File: config.mk
export PLATFORM = sky130hd
export DESIGN_NAME = ex_mem_stage
export DESIGN_NICKNAME = d
export VERILOG_FILES = /design/src/rtl/ex_mem_stage.sv
export SDC_FILE = /design/constraint.sdc
export NUM_CORES = 1
export LEC_CHECK = 0
export BUFFER_PORTS_ARGS = -buffer_cell sky130_fd_sc_hd__buf_4
export CORE_MARGIN = 10
export CORE_UTILIZATION = 37
export CTS_CLUSTER_SIZE = 16
export DETAILED_ROUTE_END_ITERATION = 12
export PLACE_DENSITY_LB_ADDON = 0.05
export SYNTH_ARGS = -nofsm -noshare
export SYNTH_HDL_FRONTEND = slang
export SYNTH_SLANG_ARGS = --single-unit
File: constraint.sdc
create_clock -name clk_i -period 3.8 [get_ports clk_i]
set_clock_uncertainty 0.2 [all_clocks]
set_input_delay 0.57 -clock clk_i [delete_from_list [all_inputs] [get_ports clk_i]]
set_output_delay 0.57 -clock clk_i [all_outputs]
set_load 0.05 [all_outputs]
File: src/rtl/ex_mem_stage.sv
// EX/MEM pipeline stage: single-cycle ALU and address generation, plus a
// 32-cycle shift-add multiplier that stalls the front of the pipe while it runs.
module ex_mem_stage (
  input  logic        clk_i,
  input  logic        rst_i,
  input  logic        valid_i,
  input  logic [31:0] val1,
  input  logic [31:0] val2,
  input  logic [31:0] Simm,
  input  logic [3:0]  ALUCtrl,
  input  logic [4:0]  rd_addr,
  input  logic [1:0]  Mem,
  input  logic        WB,
  output logic [31:0] alu_result_o,
  output logic [31:0] store_data_o,
  output logic [4:0]  rd_addr_o,
  output logic [1:0]  Mem_o,
  output logic        WB_o,
  output logic        valid_o,
  output logic        stall_o
);

  localparam int unsigned DW = 32;
  localparam int unsigned CW = 5;

  localparam logic [3:0] OP_ADD = 4'b0010;
  localparam logic [3:0] OP_SUB = 4'b0110;
  localparam logic [3:0] OP_AND = 4'b0000;
  localparam logic [3:0] OP_OR  = 4'b0001;
  localparam logic [3:0] OP_MUL = 4'b1111;

  localparam logic [CW-1:0] CNT_LAST = CW'(DW - 1);

  typedef enum logic {
    IDLE = 1'b0,
    MUL  = 1'b1
  } state_t;

  state_t          state;
  logic [DW-1:0]   mcand;
  logic [DW-1:0]   mplier;
  logic [DW-1:0]   acc;
  logic [CW-1:0]   cnt;
  logic [4:0]      mul_rd;
  logic            mul_wb;

  logic [DW-1:0]   alu_res;
  logic [DW-1:0]   ex_result;
  logic [DW-1:0]   ex_store;
  logic [DW-1:0]   acc_sum;
  logic            is_mul;

  // Arithmetic/logic result, then memory-address override for loads/stores.
  always_comb begin
    alu_res   = '0;
    ex_result = '0;
    ex_store  = '0;
    unique case (ALUCtrl)
      OP_ADD:  alu_res = val1 + val2;
      OP_SUB:  alu_res = val1 - val2;
      OP_AND:  alu_res = val1 & val2;
      OP_OR:   alu_res = val1 | val2;
      default: alu_res = '0;
    endcase
    if (Mem[0]) begin
      ex_result = val1 + Simm;
      ex_store  = val2;
    end else if (Mem[1]) begin
      ex_result = val1 + val2;
    end else begin
      ex_result = alu_res;
    end
  end

  assign is_mul  = (ALUCtrl == OP_MUL);
  assign acc_sum = acc + (mplier[0] ? mcand : DW'(0));
  assign stall_o = (state == MUL);

  // State, multiplier datapath and EX/MEM output register; unwritten outputs default to a bubble.
  always_ff @(posedge clk_i) begin
    if (rst_i) begin
      state        <= IDLE;
      mcand        <= '0;
      mplier       <= '0;
      acc          <= '0;
      cnt          <= '0;
      mul_rd       <= '0;
      mul_wb       <= 1'b0;
      alu_result_o <= '0;
      store_data_o <= '0;
      rd_addr_o    <= '0;
      Mem_o        <= '0;
      WB_o         <= 1'b0;
      valid_o      <= 1'b0;
    end else begin
      alu_result_o <= '0;
      store_data_o <= '0;
      rd_addr_o    <= '0;
      Mem_o        <= '0;
      WB_o         <= 1'b0;
      valid_o      <= 1'b0;
      unique case (state)
        IDLE: begin
          if (valid_i && is_mul) begin
            mcand  <= val1;
            mplier <= val2;
            acc    <= '0;
            cnt    <= '0;
            mul_rd <= rd_addr;
            mul_wb <= WB;
            state  <= MUL;
          end else if (valid_i) begin
            alu_result_o <= ex_result;
            store_data_o <= ex_store;
            rd_addr_o    <= rd_addr;
            Mem_o        <= Mem;
            WB_o         <= WB && (rd_addr != 5'd0);
            valid_o      <= 1'b1;
          end
        end
        MUL: begin
          acc    <= acc_sum;
          mcand  <= {mcand[DW-2:0], 1'b0};
          mplier <= {1'b0, mplier[DW-1:1]};
          cnt    <= cnt + CW'(1);
          if (cnt == CNT_LAST) begin
            alu_result_o <= acc_sum;
            rd_addr_o    <= mul_rd;
            WB_o         <= mul_wb && (mul_rd != 5'd0);
            valid_o      <= 1'b1;
            state        <= IDLE;
          end
        end
        default: state <= IDLE;
      endcase
    end
  end

endmodule

; ---- Yosys cells after proc, flatten, opt, wreduce, memory -nomap -nowiden
; Index checks and enable logic that the tools add are counted.
[totals]
register_bits = 181
input_bits = 111
[op_classes]
add_sub_neg = 5
eq_ne = 6
muxes = 31
bitwise_logic = 5
reduce_logical = 9
[ops]
columns = op, n
row1 = 32-bit 2-to-1 mux, 9
row2 = 32-bit case mux with 2 select lines, 4
row3 = 32-bit case mux with 4 select lines, 1
row4 = 32-bit adder, 3
row5 = 32-bit AND, 1
row6 = 32-bit bitwise OR, 1
row7 = 32-bit subtractor, 1
row8 = 5-bit 2-to-1 mux, 4
row9 = 5-bit case mux with 2 select lines, 2
row10 = 5-bit nonzero test, 2
row11 = 1-bit 2-to-1 mux, 8
row12 = 1-bit case mux with 2 select lines, 3
row13 = "5-bit by 1-bit adder with 5-bit output, second input constant", 1
row14 = "5-bit equality test, second input constant", 1
row15 = 5-bit OR reduction, 1
row16 = "4-bit by 1-bit equality test with 1-bit output, second input constant", 1
row17 = "4-bit by 2-bit equality test with 1-bit output, second input constant", 1
row18 = "4-bit by 3-bit equality test with 1-bit output, second input constant", 1
row19 = "4-bit equality test, second input constant", 1
row20 = 4-bit logical NOT, 1
row21 = 4-bit OR reduction, 1
row22 = 1-bit logical AND, 3
row23 = 1-bit inverter, 3
row24 = "2-bit != test, second input constant", 1
row25 = 2-bit AND reduction, 1

; ---- Logic depth before layout (Yosys ltp)
[logic_depth]
ltp_word = 7
mapped_depth = 15
ltp_nobuf = 15

; ---- Worst setup path after synthesis
; Ideal clock, no wire load.
[synth_path]
kind = input to register
startpoint = input port val1[0]
endpoint = register alu_result_o[30]
setup_ns = 0.134
arrival_ns = 3.404
required_ns = 3.466
setup_slack_ns = 0.062
stages = 14
path_buffers = 0
path_cell_list = ha_1 -> inv_1 -> fa_1 -> nor2b_4 -> o2111ai_2 -> a31oi_4 -> a221oi_2 -> o21bai_2 -> a311oi_2 -> o31a_4 -> o311ai_2 -> or3b_1 -> a31oi_1 -> or4_1
[synth_between]
elab_chain_len = 7
word_cells_on_any_way = 9
classes_between = add/sub: 3 / mux: 6
[synth_lines]
columns = item, line
row1 = start: declaration, 7  ; input logic [31:0] val1,
row2 = 32-bit subtractor or 32-bit adder (tied branches), "60, 59, 69"
row3 = 32-bit case mux with 4 select lines, 58  ; unique case (ALUCtrl)
row4 = 32-bit 2-to-1 mux, 68  ; end else if (Mem[1]) begin
row5 = 32-bit 2-to-1 mux (*), 65  ; if (Mem[0]) begin
row6 = 32-bit 2-to-1 mux (*), 112  ; end else if (valid_i) begin
row7 = 32-bit 2-to-1 mux (*), 104  ; if (valid_i && is_mul) begin
row8 = 32-bit case mux with 2 select lines (*), 102  ; unique case (state)
row9 = end signal: assignment, 113  ; alu_result_o <= ex_result;
row10 = end signal: assignment, 127  ; alu_result_o <= acc_sum;
row11 = end: declaration, 14  ; output logic [31:0] alu_result_o,
; Every way passes the cells marked *; elsewhere a longest branch is shown, timed or not.
; A chain may end at the register's enable or synchronous reset.

; ---- Worst setup path in the final report
; Same ends and word-level chain as after synthesis.

==> out/qor.yml <==
status: "completed"
ioPinCount: 185
max_freq_mhz: 268
cts_tree: "yes"
clockBufferDepth: 2
synth_edf_count: 0
place.gp.congestion: 0.932
cts.sinks: 181
dieArea_sq_um: 49000
r2r_end: "alu_result_o[30]$_SDFF_PP0_"
power_density_nw_per_um2: 296
cpPeakStageDelay_ns: 0.63
avgSynthCellArea_sq_um: 7.25
dp_hpwl_microns: 49500
drc_errors: 0
post_drt_wl_per_cell_microns: 21.0
clock_latency_ns: 0.51
yosysTopAreaCell: "dfxtp_1"
grt_max_degree: 71
worstPathMaxFanout: 3
layout-drive-gt1-share_pct: 22.4
grt_pass1_vias: 16200
synth_seq_cells: 181
hold_violations: 0
grt_first_pass_wirelength_microns: 95500
netlist_instances: 2070
worstSetupStartpoint: "val1[0]"
vias: 16000
cts_hold_buffers: 0
die_y_microns: 221
required_ns: 3.98
coreArea_sq_um: 39900
io_buffers: 184
dpl_worst_slack_ns: -0.383
rr_startpoint: "mplier[0]$_SDFFE_PP0P_"
netlist.area_leader.share_pct: 24.1
start_util_pct: 37.6
fp.dieW_microns: 221
cts.clk_slew.worst_paths_ns: 0.07
async_flop_share_pct: 0
hp-start: "rd_addr[4]"
nets: 2725
r2r_setup_slack_ns: 0.09
setup_viol: 0
crit_chain: "buf_4, ha_1, fa_1, a211oi_1, o21a_1, o311ai_1, or3b_1, a31oi_4, a311oi_2, nand2b_4, o2111ai_2, o311ai_1, or4_1"
overflow: 0
synth_area_sq_um: 15000
timing.final.ws_setup_ns: 0.0707
ant_nets: 0
ys_warn_count: 0
power.leakage_nw: 9.32
drt_wl_total_microns: 62700
critPathSlowestCell: "o311ai_1"
via_per_inst: 5.38
drt_first_pass_iters: 5
synth_seq_area_share_pct: 24.1
rsz0062_at_grt: "true"
worst-setup-path-type: "in2reg"
clockRootBuffer: "clkbuf_16"
grt_use_total_pct: 24.9
synth_nets: 2353
min_period_ns: 3.73
vdd_drop_max_v: 0.000369
min_to: "rd_addr_o[4]$_SDFF_PP0_"
critPathCaptureType: "flip-flop"
slew_violations: 0
tns_ns: 0
layout-area-overhead-vs-synth_pct: 29.6
ys.flop_type: "dfxtp_1"
antenna_found_initial: 1
timing.final.crit_share_pct: 98.1
synthTopCellsByArea: "dfxtp_1 (24%), ha_1 (14%), a21oi_1 (9.9%)"
cp_common_cell: "o311ai_1"
min_path_cells: 2
cts_buffers: 17
maxCapViolCount: 0
synth_cell_types: 91
min_path_type: "in2reg"
max_slew.worst_pin.slew_ns: 0.912
drt_iter0_drc: 1108
fp-row-count: 73
rr_worst_depth: 15
crit_arrival_ns: 3.91
slew_headroom_pct: 39.2
cp-start-kind: "primary input"
htree_num_levels: 4
[power by group]
| part | internal (mW) | leakage [nW] | switching, mW |
|---|---|---|---|
| clock | 0.957 | 0.284 | 0.929 |
| sequential | 1.94 | 1.47 | 0.0224 |
| combinational | 0.797 | 7.57 | 1.12 |
| total | 3.70 | 9.32 | 2.07 |
[how the worst max path moves through the flow]
stage	endpoint	slack [ns]	depth (start not counted)
floorplan	alu_result_o[30]$_SDFF_PP0_	0.06	14
global placement	alu_result_o[30]$_SDFF_PP0_	-0.34	13
detailed placement	alu_result_o[30]$_SDFF_PP0_	-0.38	13
CTS	alu_result_o[30]$_SDFF_PP0_	0.04	16
global route	alu_result_o[30]$_SDFF_PP0_	-0.08	16
finish	alu_result_o[30]$_SDFF_PP0_	0.07	13
[registers in the layout (all words and copies together) (netlist names)]
name / count
alu_result_o: 32
mcand: 32
valid_o: 1
store_data_o: 32
stall_o: 1
Mem_o: 2
mul_rd: 5
WB_o: 1
rd_addr_o: 5
cnt: 5
acc: 32
mplier: 32
mul_wb: 1
[critical path, delay by kind of cell]
family / cells / cell delay, ns
AND/OR/NAND/NOR: 3 / 1.20
AO/OA/AOI/OAI: 7 / 1.67
adder cells (fa/ha/maj): 2 / 0.38
buffers and inverters: 1 / 0.10
[per-layer routing]
metal  up-vias  track usage, %  routed length [microns]
met3        97            4.21                     2970
li1       7971               -                        -
met4         0            12.9                     2940
met2       424            40.6                    29000
met1      7544            31.0                    27700
met5         -               0                        0
[metrics by stage]
| stage | instances | instance area [sq um] | power, mW | util, % | hold WS [ns] |
|---|---|---|---|---|---|
| 2_1_floorplan | 2070 | 15000 | 3.07 | - | 0.239 |
| 3_3_place_gp | 2947 | 18800 | 3.91 | 47.1 | 0.254 |
| 3_5_place_dp | 2947 | 18800 | 3.90 | 47.1 | 0.255 |
| 4_1_cts | 2979 | 19400 | 5.81 | 48.6 | 0.0706 |
| 5_1_grt | 2980 | 19500 | 6.03 | 48.8 | 0.0934 |
| 6_report | 2981 | 19500 | 5.77 | 48.8 | 0.108 |
[cells in the final DEF, fill, tap and decap left out, drive strengths merged, types with 20 or more instances in the layout]
master | netlist | final
a211oi | 20 | 20
dfxtp | 181 | 181
buf | 17 | 471
o211ai | 21 | 21
ha | 168 | 168
nor3 | 23 | 23
xnor2 | 73 | 73
a221oi | 21 | 21
xor2 | 24 | 24
inv | 108 | 114
a21oi | 296 | 296
a21o | 41 | 41
nor2 | 389 | 389
and2 | 40 | 40
nand2 | 144 | 144
o21ai | 102 | 102
o21bai | 21 | 21
nand3 | 24 | 24
[Yosys cell counts (all sizes together), types with 6 or more instances]
cell / count
clkbuf: 101
and3: 8
o221ai: 14
a22o: 19
buf: 17
nor4: 10
nor3: 23
nor2: 389
a211oi: 20
and2: 40
inv: 108
nand2: 144
xnor2: 73
a21o: 41
a221oi: 21
o211ai: 21
dfxtp: 181
nand4: 13
o21a: 18
nand3: 24
a21oi: 296
a31oi: 15
a22oi: 11
ha: 168
nand2b: 16
o31ai: 11
o21ai: 102
o21bai: 21
a221o: 6
o22ai: 9
nor2b: 9
xor2: 24
[repair_timing]
item | CTS | global route
gates cloned | 0 | 0
endpoints found under the setup margin | 6 | 7
buffers inserted | 0 | 1
pin swaps | 0 | 9
gates resized for setup | 7 | 14
[area by class of cell]
| class | instances | area (sq um) |
|---|---|---|
| diodes | 1 | 2.50 |
| clock buffers | 19 | 453 |
| clock inverters | 13 | 138 |
| fillers | 4068 | 20500 |
| inverters | 112 | 420 |
| multi-input cells | 1659 | 10600 |
| flip-flops and latches | 181 | 3630 |
| well taps | 525 | 657 |
| repair buffers | 471 | 3570 |
[cell families (layout without fill, tap and decap cells)]
family | Yosys count | count (layout) | synth area share (%)
AOI/OAI and AO/OA | 678 | 678 | 28.9
xor gates and xnor gates | 97 | 97 | 5.66
adders and majority gates | 172 | 172 | 14.5
buffers and inverters | 230 | 615 | 5.89
DFF | 181 | 181 | 24.1
muxes | 5 | 5 | 0.342
other | 0 | 1 | 0
and+or+nand+nor | 707 | 707 | 20.5
No activity file was read; power rests on OpenSTA's default activity.
